===== src/rtl/adpll_tdc_pkg.sv =====
// Shared definitions for the ADPLL TDC post-processing path.
package adpll_tdc_pkg;

  localparam int unsigned TDC_CNT_W    = 7;
  localparam int unsigned TDC_PHASE_W  = 20;
  localparam int unsigned TDC_AVG_LOG2 = 3;

  typedef enum logic [1:0] {
    ST_IDLE  = 2'd0,
    ST_PRIME = 2'd1,
    ST_RUN   = 2'd2
  } tdc_unwrap_state_t;

endpackage


===== src/rtl/tdc_freq_avg.sv =====
// Windowed frequency averager: sums 2^AVG_LOG2 consecutive deltas per output.
module tdc_freq_avg
  import adpll_tdc_pkg::*;
#(
  parameter int unsigned CNT_W    = TDC_CNT_W,
  parameter int unsigned AVG_LOG2 = TDC_AVG_LOG2
) (
  input  logic                      clk,
  input  logic                      rst,
  input  logic [CNT_W-1:0]          d,
  input  logic                      upd,
  input  logic                      clr,
  output logic [CNT_W+AVG_LOG2-1:0] freq_avg,
  output logic                      freq_valid
);

  localparam int unsigned AVG_W = CNT_W + AVG_LOG2;

  logic [AVG_LOG2-1:0] k_q;
  logic [AVG_W-1:0]    acc_q;
  logic [AVG_W-1:0]    sum_c;

  // Full-window sum of 2^AVG_LOG2 values below 2^CNT_W always fits AVG_W bits.
  assign sum_c = acc_q + AVG_W'(d);

  always_ff @(posedge clk or posedge rst) begin
    if (rst) begin
      k_q        <= '0;
      acc_q      <= '0;
      freq_avg   <= '0;
      freq_valid <= 1'b0;
    end else begin
      freq_valid <= 1'b0;
      if (clr) begin
        k_q   <= '0;
        acc_q <= '0;
      end else if (upd) begin
        if (&k_q) begin
          freq_avg   <= sum_c;
          freq_valid <= 1'b1;
          acc_q      <= '0;
          k_q        <= '0;
        end else begin
          acc_q <= sum_c;
          k_q   <= k_q + AVG_LOG2'(1);
        end
      end
    end
  end

endmodule


===== src/rtl/tdc_count_unwrap.sv =====
// Retimes the TDC ripple count, unwraps modulo-2^CNT_W deltas into a wide
// integer phase and feeds the windowed frequency averager.
module tdc_count_unwrap
  import adpll_tdc_pkg::*;
#(
  parameter int unsigned CNT_W    = TDC_CNT_W,
  parameter int unsigned PHASE_W  = TDC_PHASE_W,
  parameter int unsigned AVG_LOG2 = TDC_AVG_LOG2
) (
  input  logic                      clk,
  input  logic                      rst,
  input  logic                      en,
  input  logic                      phase_clr,
  input  logic [CNT_W-1:0]          count,
  output logic [CNT_W-1:0]          delta,
  output logic                      delta_valid,
  output logic [PHASE_W-1:0]        phase_int,
  output logic [CNT_W+AVG_LOG2-1:0] freq_avg,
  output logic                      freq_valid
);

  tdc_unwrap_state_t state_q, state_d;

  logic [CNT_W-1:0] count_q;
  logic [CNT_W-1:0] prev_q;
  logic [CNT_W-1:0] d_c;
  logic             upd_c;
  logic             prime_c;
  logic             leave_c;

  // Modulo subtraction absorbs a single counter wrap between samples.
  assign d_c = count_q - prev_q;

  always_ff @(posedge clk or posedge rst) begin
    if (rst) state_q <= ST_IDLE;
    else     state_q <= state_d;
  end

  always_comb begin
    state_d = state_q;
    upd_c   = 1'b0;
    prime_c = 1'b0;
    leave_c = 1'b0;
    unique case (state_q)
      ST_IDLE: begin
        if (en) state_d = ST_PRIME;
      end
      ST_PRIME: begin
        prime_c = 1'b1;
        state_d = en ? ST_RUN : ST_IDLE;
      end
      ST_RUN: begin
        if (en) begin
          upd_c = 1'b1;
        end else begin
          leave_c = 1'b1;
          state_d = ST_IDLE;
        end
      end
      default: state_d = ST_IDLE;
    endcase
  end

  always_ff @(posedge clk or posedge rst) begin
    if (rst) begin
      count_q     <= '0;
      prev_q      <= '0;
      delta       <= '0;
      delta_valid <= 1'b0;
      phase_int   <= '0;
    end else begin
      count_q     <= count;
      delta_valid <= upd_c;
      if (prime_c || upd_c) prev_q <= count_q;
      if (upd_c) delta <= d_c;
      // A clear that coincides with an update keeps the current delta.
      if (upd_c) begin
        if (phase_clr) phase_int <= PHASE_W'(d_c);
        else           phase_int <= phase_int + PHASE_W'(d_c);
      end else if (phase_clr) begin
        phase_int <= '0;
      end
    end
  end

  tdc_freq_avg #(
    .CNT_W    (CNT_W),
    .AVG_LOG2 (AVG_LOG2)
  ) u_freq_avg (
    .clk        (clk),
    .rst        (rst),
    .d          (d_c),
    .upd        (upd_c),
    .clr        (leave_c),
    .freq_avg   (freq_avg),
    .freq_valid (freq_valid)
  );

endmodule


===== config.mk =====
export PLATFORM = sky130hd
export DESIGN_NAME = tdc_count_unwrap
export DESIGN_NICKNAME = d
export VERILOG_FILES = /design/src/rtl/adpll_tdc_pkg.sv /design/src/rtl/tdc_freq_avg.sv /design/src/rtl/tdc_count_unwrap.sv
export SDC_FILE = /design/constraint.sdc
export NUM_CORES = 1
export LEC_CHECK = 0
export BUFFER_PORTS_ARGS = -buffer_cell sky130_fd_sc_hd__buf_2
export CORE_UTILIZATION = 33
export DETAILED_ROUTE_END_ITERATION = 10
export PLACE_DENSITY = 0.61
export REMOVE_ABC_BUFFERS = 1
export SYNTH_ARGS = -nofsm -noshare
export SYNTH_HDL_FRONTEND = slang
export SYNTH_HIERARCHICAL = 1
export SYNTH_SLANG_ARGS = --single-unit
export TNS_END_PERCENT = 10

===== constraint.sdc =====
create_clock -name clk -period 3.8 [get_ports clk]
set_clock_uncertainty 0.05 [all_clocks]
set_input_delay 0.38 -clock clk [delete_from_list [all_inputs] [get_ports clk]]
set_output_delay 0.38 -clock clk [all_outputs]
set_load 0.05 [all_outputs]

== Yosys cells after proc, flatten, opt, wreduce, memory -nomap -nowiden ==
Index checks and enable logic that the tools add are counted.

* Register bits: 68
* Output and inout port bits: 39
* Logic and storage cells: 47

* Add/subtract/negate cells: 4
* Equal/unequal tests: 4
* Muxes and demuxes: 21
* Bitwise gates (word level): 1
* Reductions and logical operators: 7

{| class="wikitable"
|+ Operators with widths
! operator !! count
|-
| $mux W20 || 3
|-
| $mux W10 || 3
|-
| $add A20 B7 Y20 || 1
|-
| $add A10 B7 Y10 || 1
|-
| $mux W3 || 3
|-
| $mux W1 || 8
|-
| $sub A7 B7 Y7 || 1
|-
| $mux W2 || 3
|-
| $pmux W2 S3 || 1
|-
| $reduce_and A5 Y1 || 1
|-
| $ne A2 B2 Y1 const B || 2
|-
| $reduce_bool A2 Y1 || 2
|-
| $add A3 B1 Y3 const B || 1
|-
| $reduce_and A3 Y1 || 1
|-
| $eq A2 B1 Y1 const B || 1
|-
| $eq A2 B2 Y1 const B || 1
|-
| $logic_not A2 Y1 || 1
|-
| $reduce_and A2 Y1 || 1
|-
| $logic_or A1 B1 Y1 || 1
|-
| $not A1 Y1 || 1
|}

== Longest topological paths before layout ==
Gate-level depths: netlist (run 1).

* Word-level depth: 5
* Gate-level depth with buffers: 15
* Depth with buffers taken out: 15

== Modules after synthesis ==
Netlist (run 1), hierarchy kept.

{| class="wikitable"
|+ Modules (own cells, without submodules)
! module !! instances !! cells an instance !! area each (um^2) !! seq. area each (um^2)
|-
| tdc_count_unwrap || 1 || 242 || 2403.6 || 1101.1
|-
| tdc_freq_avg || 1 || 127 || 1322.5 || 600.6
|}

== Least setup slack after synthesis (run 1) ==
OpenSTA, ideal clock, no wires.

* Path kind: register -> register
* Start: register count_q[0]
* End: register u_freq_avg.acc_q[9]
* Library setup time: 82 ps
* Data arrival time: 2914 ps
* Required time: 3668 ps
* Slack: 754 ps
* Cell stages (with the launch flop): 16
* Path through: dfrtp_1 > inv_1 > ha_1 > inv_1 > fa_1 > a211oi_1 > o21bai_1 > a21oi_1 > xnor2_1 > inv_1 > ha_1 > a21o_2 > a21o_2 > o2111ai_2 > or3_1 > a31oi_1

* Longest elaborated chain between the ends: 5

{| class="wikitable"
|+ Ends and longest elaborated chain
! element !! line !! source
|-
| start: declaration || tdc_count_unwrap.sv:24 || <nowiki>logic [CNT_W-1:0] count_q;</nowiki>
|-
| start signal: assignment || tdc_count_unwrap.sv:72 || <nowiki>count_q <= count;</nowiki>
|-
| $sub A7 B7 Y7 || tdc_count_unwrap.sv:32 || <nowiki>assign d_c = count_q - prev_q;</nowiki>
|-
| via d_c[6] || tdc_count_unwrap.sv:26 || <nowiki>logic [CNT_W-1:0] d_c;</nowiki>
|-
| $add A10 B7 Y10 || tdc_freq_avg.sv:24 || <nowiki>assign sum_c = acc_q + AVG_W'(d);</nowiki>
|-
| $mux W10 || tdc_freq_avg.sv:38 || <nowiki>if (&k_q) begin</nowiki>
|-
| $mux W10 || tdc_freq_avg.sv:37 || <nowiki>end else if (upd) begin</nowiki>
|-
| $mux W10 || tdc_freq_avg.sv:34 || <nowiki>if (clr) begin</nowiki>
|-
| end signal: assignment || tdc_freq_avg.sv:44 || <nowiki>acc_q <= sum_c;</nowiki>
|-
| end: declaration || tdc_freq_avg.sv:20 || <nowiki>logic [AVG_W-1:0] acc_q;</nowiki>
|}

The timed path passes the listed nets, and every way through them passes these cells. The select of a mux whose other input is x is not followed.
A chain may end at the register's enable or synchronous reset.

== Worst setup path after layout (run 1) ==
* Start: register count_q[0]
* End: register phase_int[19]

* Longest elaborated chain between the ends: 4

{| class="wikitable"
|+ Ends and longest elaborated chain
! element !! line !! source
|-
| $sub A7 B7 Y7 || tdc_count_unwrap.sv:32 ||
|-
| via d_c[6] || tdc_count_unwrap.sv:26 ||
|-
| $add A20 B7 Y20 || tdc_count_unwrap.sv:79 || <nowiki>else phase_int <= phase_int + PHASE_W'(d_c);</nowiki>
|-
| $mux W20 || tdc_count_unwrap.sv:78 || <nowiki>if (phase_clr) phase_int <= PHASE_W'(d_c);</nowiki>
|-
| $mux W20 || tdc_count_unwrap.sv:77 || <nowiki>if (upd_c) begin</nowiki>
|-
| end signal: assignment || tdc_count_unwrap.sv:78 ||
|-
| end signal: assignment || tdc_count_unwrap.sv:79 ||
|-
| end: declaration || tdc_count_unwrap.sv:17 || <nowiki>output logic [PHASE_W-1:0] phase_int,</nowiki>
|}

The timed path passes the listed nets, and every way through them passes these cells.

==> key figures, run 1 <==
Synthesis
  – Post-synthesis compound-gate area fraction: between 15 and 20%
  – Post-synth top area cell: dfrtp_1
  – Distinct cells, synth: 59
  – Post-synth top cells: dfrtp_1 (68), nand2_1 (39), nor2_1 (34)
  – Register bit total from synthesis: approximately 70
  – Synth top area share: 45.7%
  – Largest family of logic cells by synthesized area: simple AND/OR/NAND/NOR gates
  – Seq/Total Area, Yosys: between 40% and 50%
  – Simple-gate share of the synthesized area: between 10% and 20%
  – Mapped cell area: ~0.0037 mm2
  – Ys Warns: 6
  – Gate count of the mapped netlist: roughly 370
  – Ys flop type: dfrtp_1
  – Most frequent cell after synthesis: dfrtp_1
  – EDFF count, synth: 0
  – Ranking of synthesized cells by area: dfrtp_1 (46%), ha_1 (7.7%), xor2_1 (4.5%)
  – Adder-cell share of the synthesized area: under 10%
  – Avg Cell Area, Syn: roughly 10 um2
  – Post-Synth XOR/XNOR Area: around 6.3%
  – Post-synthesis mux area share: under 10%
  – Synth async-reset ratio: between 90% and 100%

Drt
  – Wirelength per Cell: roughly 14 um
  – DR pass1 iterations: 4
  – DRT Wirelength: between 7 and 8 mm
  – Vias/cell: between 4 and 5
  – DRT iter0 DRCs: 97
  – Antenna viol nets, final: 0
  – Via count: between 2,000 and 3,000
  – DRC violations left: 0

Clocking
  – CTS Buf Count: 9
  – CTS tree: done
  – CTS resizes: 0
  – H-tree level count: 3
  – Clock insertion delay at the later pin of the skew report: around 330 ps
  – Root buf cell: clkbuf_16
  – CTS Hold Bufs: 0
  – Number of setup buffers added after CTS: 0
  – Clk slew on worst S/H paths: 60 ps
  – CTS Sinks: 68
  – CTS max path bufs: 2

GRT
  – Vias in the first global route: 2,776
  – Initial antenna violation count: 0
  – First-pass GRT wire length: between 10 and 15 mm
  – Largest net degree at the start of global routing: 45
  – Gr ovfl total: 0
  – Gr usage total: between 10% and 20%

Timing
  – Least-Margin Pin Slew: a little over 900 ps
  – Final hold slack: 98.9 ps
  – Period utilization: 88.3%
  – RSZ-0062 raised after global routing: no
  – Final Max Slew Viols: 0
  – # setup viols final: 0
  – Max-Slew Margin vs Limit: between 30% and 40%
  – Setup_tns: 0 ps
  – Final min period: ~3400 ps
  – Fmax: approximately 300 MHz
  – Final hold vios: 0

Setup path
  – Reg2Reg Setup Slack: ~440 ps
  – Critical Path Source Type: register
  – WP data required: approximately 4000 ps
  – Crit path kind: register to register
  – CP max stage delay: 410 ps
  – Worst-path fanout max: 6
  – Critical path launch point: count_q[0]
  – Worst path cell trace: inv_1 > ha_1 > inv_1 > fa_1 > a211oi_1 > o21bai_1 > a21oi_1 > xnor2_1 > inv_1 > ha_1 > a21oi_1 > nand2_1 > nand3_2 > or3_1 > a21oi_1
  – FF-to-FF Start: count_q[0]
  – Setup crit end kind: register
  – Critical-path top delay cell: fa_1
  – Worst EP arrival: ~3600 ps

Job
  – Max cap viols: 0

Power
  – PwrDens: approximately 700 mW/mm2
  – Max VDD drop: 287 uV
  – Total Power: 3.11 mW
  – Leakage: 2.17 nW

Die
  – Initial Utilization: ~34%
  – Chip Width: ~110 um
  – IO Pins: 50
  – Core area: 0.0109 mm2
  – Die area: 0.0117 mm2
  – # rows: 38
  – Die Y: roughly 110 um

Finish
  – Multi-input logic area: about 0.0019 mm2
  – Layout area overhead: 19.1%
  – Layout cells sized above 1: between 10% and 20%
  – Finished Cell Area: approximately 0.0044 mm2
  – Filler Cell Count: 1,087
  – Layout Nets: approximately 460
  – N_diodes: 0
  – Reg area: between 0.0015 and 0.002 mm2

Place
  – Placed cell areas: 0.00411 mm2
  – Hpwl dp: 5.71 mm
  – GPL Wtd Cong: just over 0.8
  – Port buffer count: between 40 and 50

Outcome
  – Outcome: complete, no violations

Min path
  – Worst min path class: input pin to register
  – Worst hold path startpoint: count[2]
==> critical path, delay by kind of cell (launching register included) <==
family                     cells  cell delay, ps
AOI/OAI and AO/OA              5             810
xor gates and xnor gates       1             180
and+or+nand+nor                3             700
adders and majority gates      3             920
buffers and inverters          3             240
DFF                            1             370
==> stage by stage <==
stage	util [%]	instances	setup slack, ps
final	40.6	567	443
after global routing	40.6	567	146
after CTS	40.6	567	443
after detailed placement	37.6	551	479
after global placement	37.6	551	523
after floorplan	-	358	753
==> worst paths after layout <==
path	endpoint	depth (start not counted)
worst min-delay path	count_q[2]	1
worst max register to register	phase_int[19]	15
min in group asynchronous	delta_valid	2
max in group asynchronous	u_freq_avg/k_q[0]	2
worst min register to register	u_freq_avg/freq_avg[9]	2
worst max-delay path	phase_int[19]	15
==> sequential cells by signal (all words and copies together), names as in the netlist <==
| signal | count |
|---|---|
| count_q | 7 |
| delta | 7 |
| delta_valid | 1 |
| phase_int | 20 |
| prev_q | 7 |
| state_q | 2 |
| u_freq_avg/acc_q | 10 |
| u_freq_avg/freq_avg | 10 |
| u_freq_avg/freq_valid | 1 |
| u_freq_avg/k_q | 3 |
==> cells in the final DEF, fill, tap and decap left out, drive strengths merged, types with 5 or more instances in the layout <==
cell type,count
clkbuf,9
nor2,34
a21oi,20
nor3b,6
dfrtp,68
mux2,6
o2111ai,6
buf,53
a211oi,5
o21ai,24
xnor2,8
xor2,19
nand2,39
nand3b,6
ha,23
inv,22
and3,5
==> cells by family (layout without fill, tap and decap cells) <==
kind of cell,Yosys count,in the layout
AOI/OAI and AO/OA,85,85
xor gates and xnor gates,27,27
adders and majority gates,26,26
buffers and inverters,33,91
DFF,68,68
muxes,10,10
and+or+nand+nor,120,120
==> area by class of cell <==
type,count,share of cell area [%]
repair buffers,53,6.20
clock buffers,9,5.08
inverters,22,1.86
flip-flops and latches,68,38.4
well taps,140,3.95
multi-input cells,268,42.3
clock inverters,7,2.26
==> metal layers <==
metal  global-route usage, %  wire length (um)  vias to the layer above
li1                        -                 -                     1405
met1                    19.1              3910                     1357
met2                    23.6              3570                       61
met3                    2.11               266                       10
met4                    6.37               129                        0
met5                       0                 0                        -
==> where the power goes <==
group | internal, mW | total (mW) | switching, mW | leakage, nW
Sequential | 0.842 | 0.922 | 0.0805 | 0.881
Combinational | 0.479 | 1.29 | 0.814 | 1.14
Clock | 0.577 | 0.898 | 0.321 | 0.148
(Power assumes the default switching activity.)
==> run 2, diff against run 1 <==
Settings changed: MAX_ROUTING_LAYER from default to met4.
==> run 2 against run 1 <==
  * Cell area stayed put
  * Critical path depth stayed put
  * Power hardly changed
  * Register-to-register slack hardly changed
  * Sequential power hardly changed
  * Via count hardly changed
  * Largest cell class unchanged
  * Highest routed layer unchanged
==> key figures, run 2 (synthesis results as in run 1) <==
Outcome
  – Outcome: complete, no violations

Clocking
  – CTS max path bufs: 2
  – CTS Buf Count: 9
  – H-tree level count: 3
  – CTS Hold Bufs: 0
  – CTS tree: done
  – Number of setup buffers added after CTS: 0
  – Root buf cell: clkbuf_16
  – Clk slew on worst S/H paths: approximately 60 ps
  – CTS Sinks: between 60 and 70
  – Clock insertion delay at the later pin of the skew report: around 330 ps
  – CTS resizes: 0

Setup path
  – CP max stage delay: 410 ps
  – Setup crit end kind: register
  – Critical-path top delay cell: fa_1
  – Worst path cell trace: inv_1 > ha_1 > inv_1 > fa_1 > a211oi_1 > o21bai_1 > a21oi_1 > xnor2_1 > inv_1 > ha_1 > a21oi_1 > nand2_1 > nand3_2 > or3_1 > a21oi_1
  – Worst path buffer plus inverter count: 3
  – Critical Path Source Type: register
  – Worst-path fanout max: 6
  – Worst EP arrival: between 3000 and 4000 ps
  – Cell family with most CP delay: adder cells
  – WP data required: ~4000 ps
  – Crit path kind: register to register

Power
  – Switching Fraction: 39.1%
  – Sequential share of power: between 20% and 30%
  – Internal power: about 1.9 mW
  – Leakage: between 2 and 2.5 nW
  – Psw: between 1 and 1.5 mW
  – Combinational share of power: between 40% and 50%
  – Clk network pwr share: between 20 and 30%
  – PwrDens: ~700 mW/mm2
  – Max VDD drop: between 200 and 300 uV

Timing
  – RSZ-0062 raised after global routing: no
  – Final hold slack: 98.5 ps
  – Fmax: 298 MHz
  – # setup viols final: 0
  – Final Max Slew Viols: 0
  – Final hold vios: 0
  – Period utilization: between 80 and 90%
  – Final setup margin: 444 ps
  – Setup_tns: 0 ps
  – Least-Margin Pin Slew: 928 ps
  – Max-Slew Margin vs Limit: a little under two fifths
  – Final min period: between 3000 and 4000 ps

Finish
  – Commonest non-fill, non-tap cells in the layout: dfrtp_1 (68), buf_2 (49), nand2_1 (39)
  – Util after Layout: between 40% and 50%
  – Reg with most FFs: phase_int
  – Layout area overhead: 19.1%
  – Layout Nets: ~460
  – Top flop regs: phase_int: 20 flops, u_freq_avg/acc_q: 10 flops, u_freq_avg/freq_avg: 10 flops
  – Max reg flops: 20
  – Filler Cell Count: approximately 1,100
  – Most common cell after layout, fill and taps aside: dfrtp_1
  – N_diodes: 0
  – Layout cells sized above 1: around 20%

Drt
  – Vias/cell: 4.99
  – Via count: between 2,000 and 3,000
  – Antenna viol nets, final: 0
  – DRC violations left: 0
  – DRT iter0 DRCs: 95
  – Wirelength per Cell: around 14 um
  – DRT Wirelength: 7.89 mm
  – DR pass1 iterations: 4

GRT
  – Met1 Usage GRT: a little under 20%
  – Met2 capacity usage during global routing: about a quarter
  – First-pass GRT wire length: roughly 13 mm
  – Initial antenna violation count: 0
  – Gr usage total: around 15%
  – Vias in the first global route: ~2,800
  – Gr ovfl total: 0
  – M3 GR Usage: 2.05%
  – Largest net degree at the start of global routing: 45
  – Top Usage Layer GRT: met2

Die
  – Core area: around 0.011 mm2
  – Die Y: between 100 and 150 um
  – Die area: approximately 0.012 mm2
  – Chip Width: between 100 and 150 um
  – Initial Utilization: about 34%
  – IO Pins: 50
  – # rows: 38

Place
  – Hpwl dp: between 5 and 6 mm
  – Port buffer count: 49
  – GPL Wtd Cong: 0.820
  – DP Worst Slack: 479 ps

Min path
  – Worst min path class: input pin to register

Job
  – Max cap viols: 0
## run 2: cell counts in the layout (fill, tap and decap cells not counted)
No cell type changed its count.
## run 2: through the flow
step                instances  cell area [um2]  power, mW
global route              567             4440       3.32
finish                    567             4440       3.11
floorplan                 358             3660       1.93
detailed placement        551             4110       2.23
CTS                       567             4440       3.15
global placement          551             4110       2.20
## run 2: area by class of cell
type	instances	area, um2	share of cell area, %
Clock buffer	9	225	5.08
Clock inverter	7	100	2.26
Sequential cell	68	1700	38.4
Tap cell	140	175	3.95
Multi-Input combinational cell	268	1880	42.3
Inverter	22	82.6	1.86
Timing Repair Buffer	53	275	6.20
## run 2: power groups by stage
stage | sequential (mW) | combinational, mW | clock (mW)
floorplan | 1.07 | 0.858 | 0
global placement | 0.931 | 1.27 | 0
detailed placement | 0.934 | 1.29 | 0
CTS | 0.924 | 1.30 | 0.920
global route | 0.939 | 1.44 | 0.944
finish | 0.922 | 1.29 | 0.898
## run 2: routing by layer
layer / vias up / part of all wire [%]
met5: - / 0
met4: 0 / 1.6
met3: 10 / 3.2
met2: 60 / 45
met1: 1356 / 50
li1: 1405 / -
## run 2: final timing paths
path                                         from                     end  slack, ps  cells past startpoint
max                                    count_q[0]           phase_int[19]        440                     15
min                                      count[2]              count_q[2]        100                      1
max reg2reg                            count_q[0]           phase_int[19]        440                     15
min reg2reg                u_freq_avg/freq_avg[9]  u_freq_avg/freq_avg[9]        420                      2
max in group asynchronous                     rst       u_freq_avg/k_q[0]       2910                      2
min in group asynchronous                     rst             delta_valid        210                      2
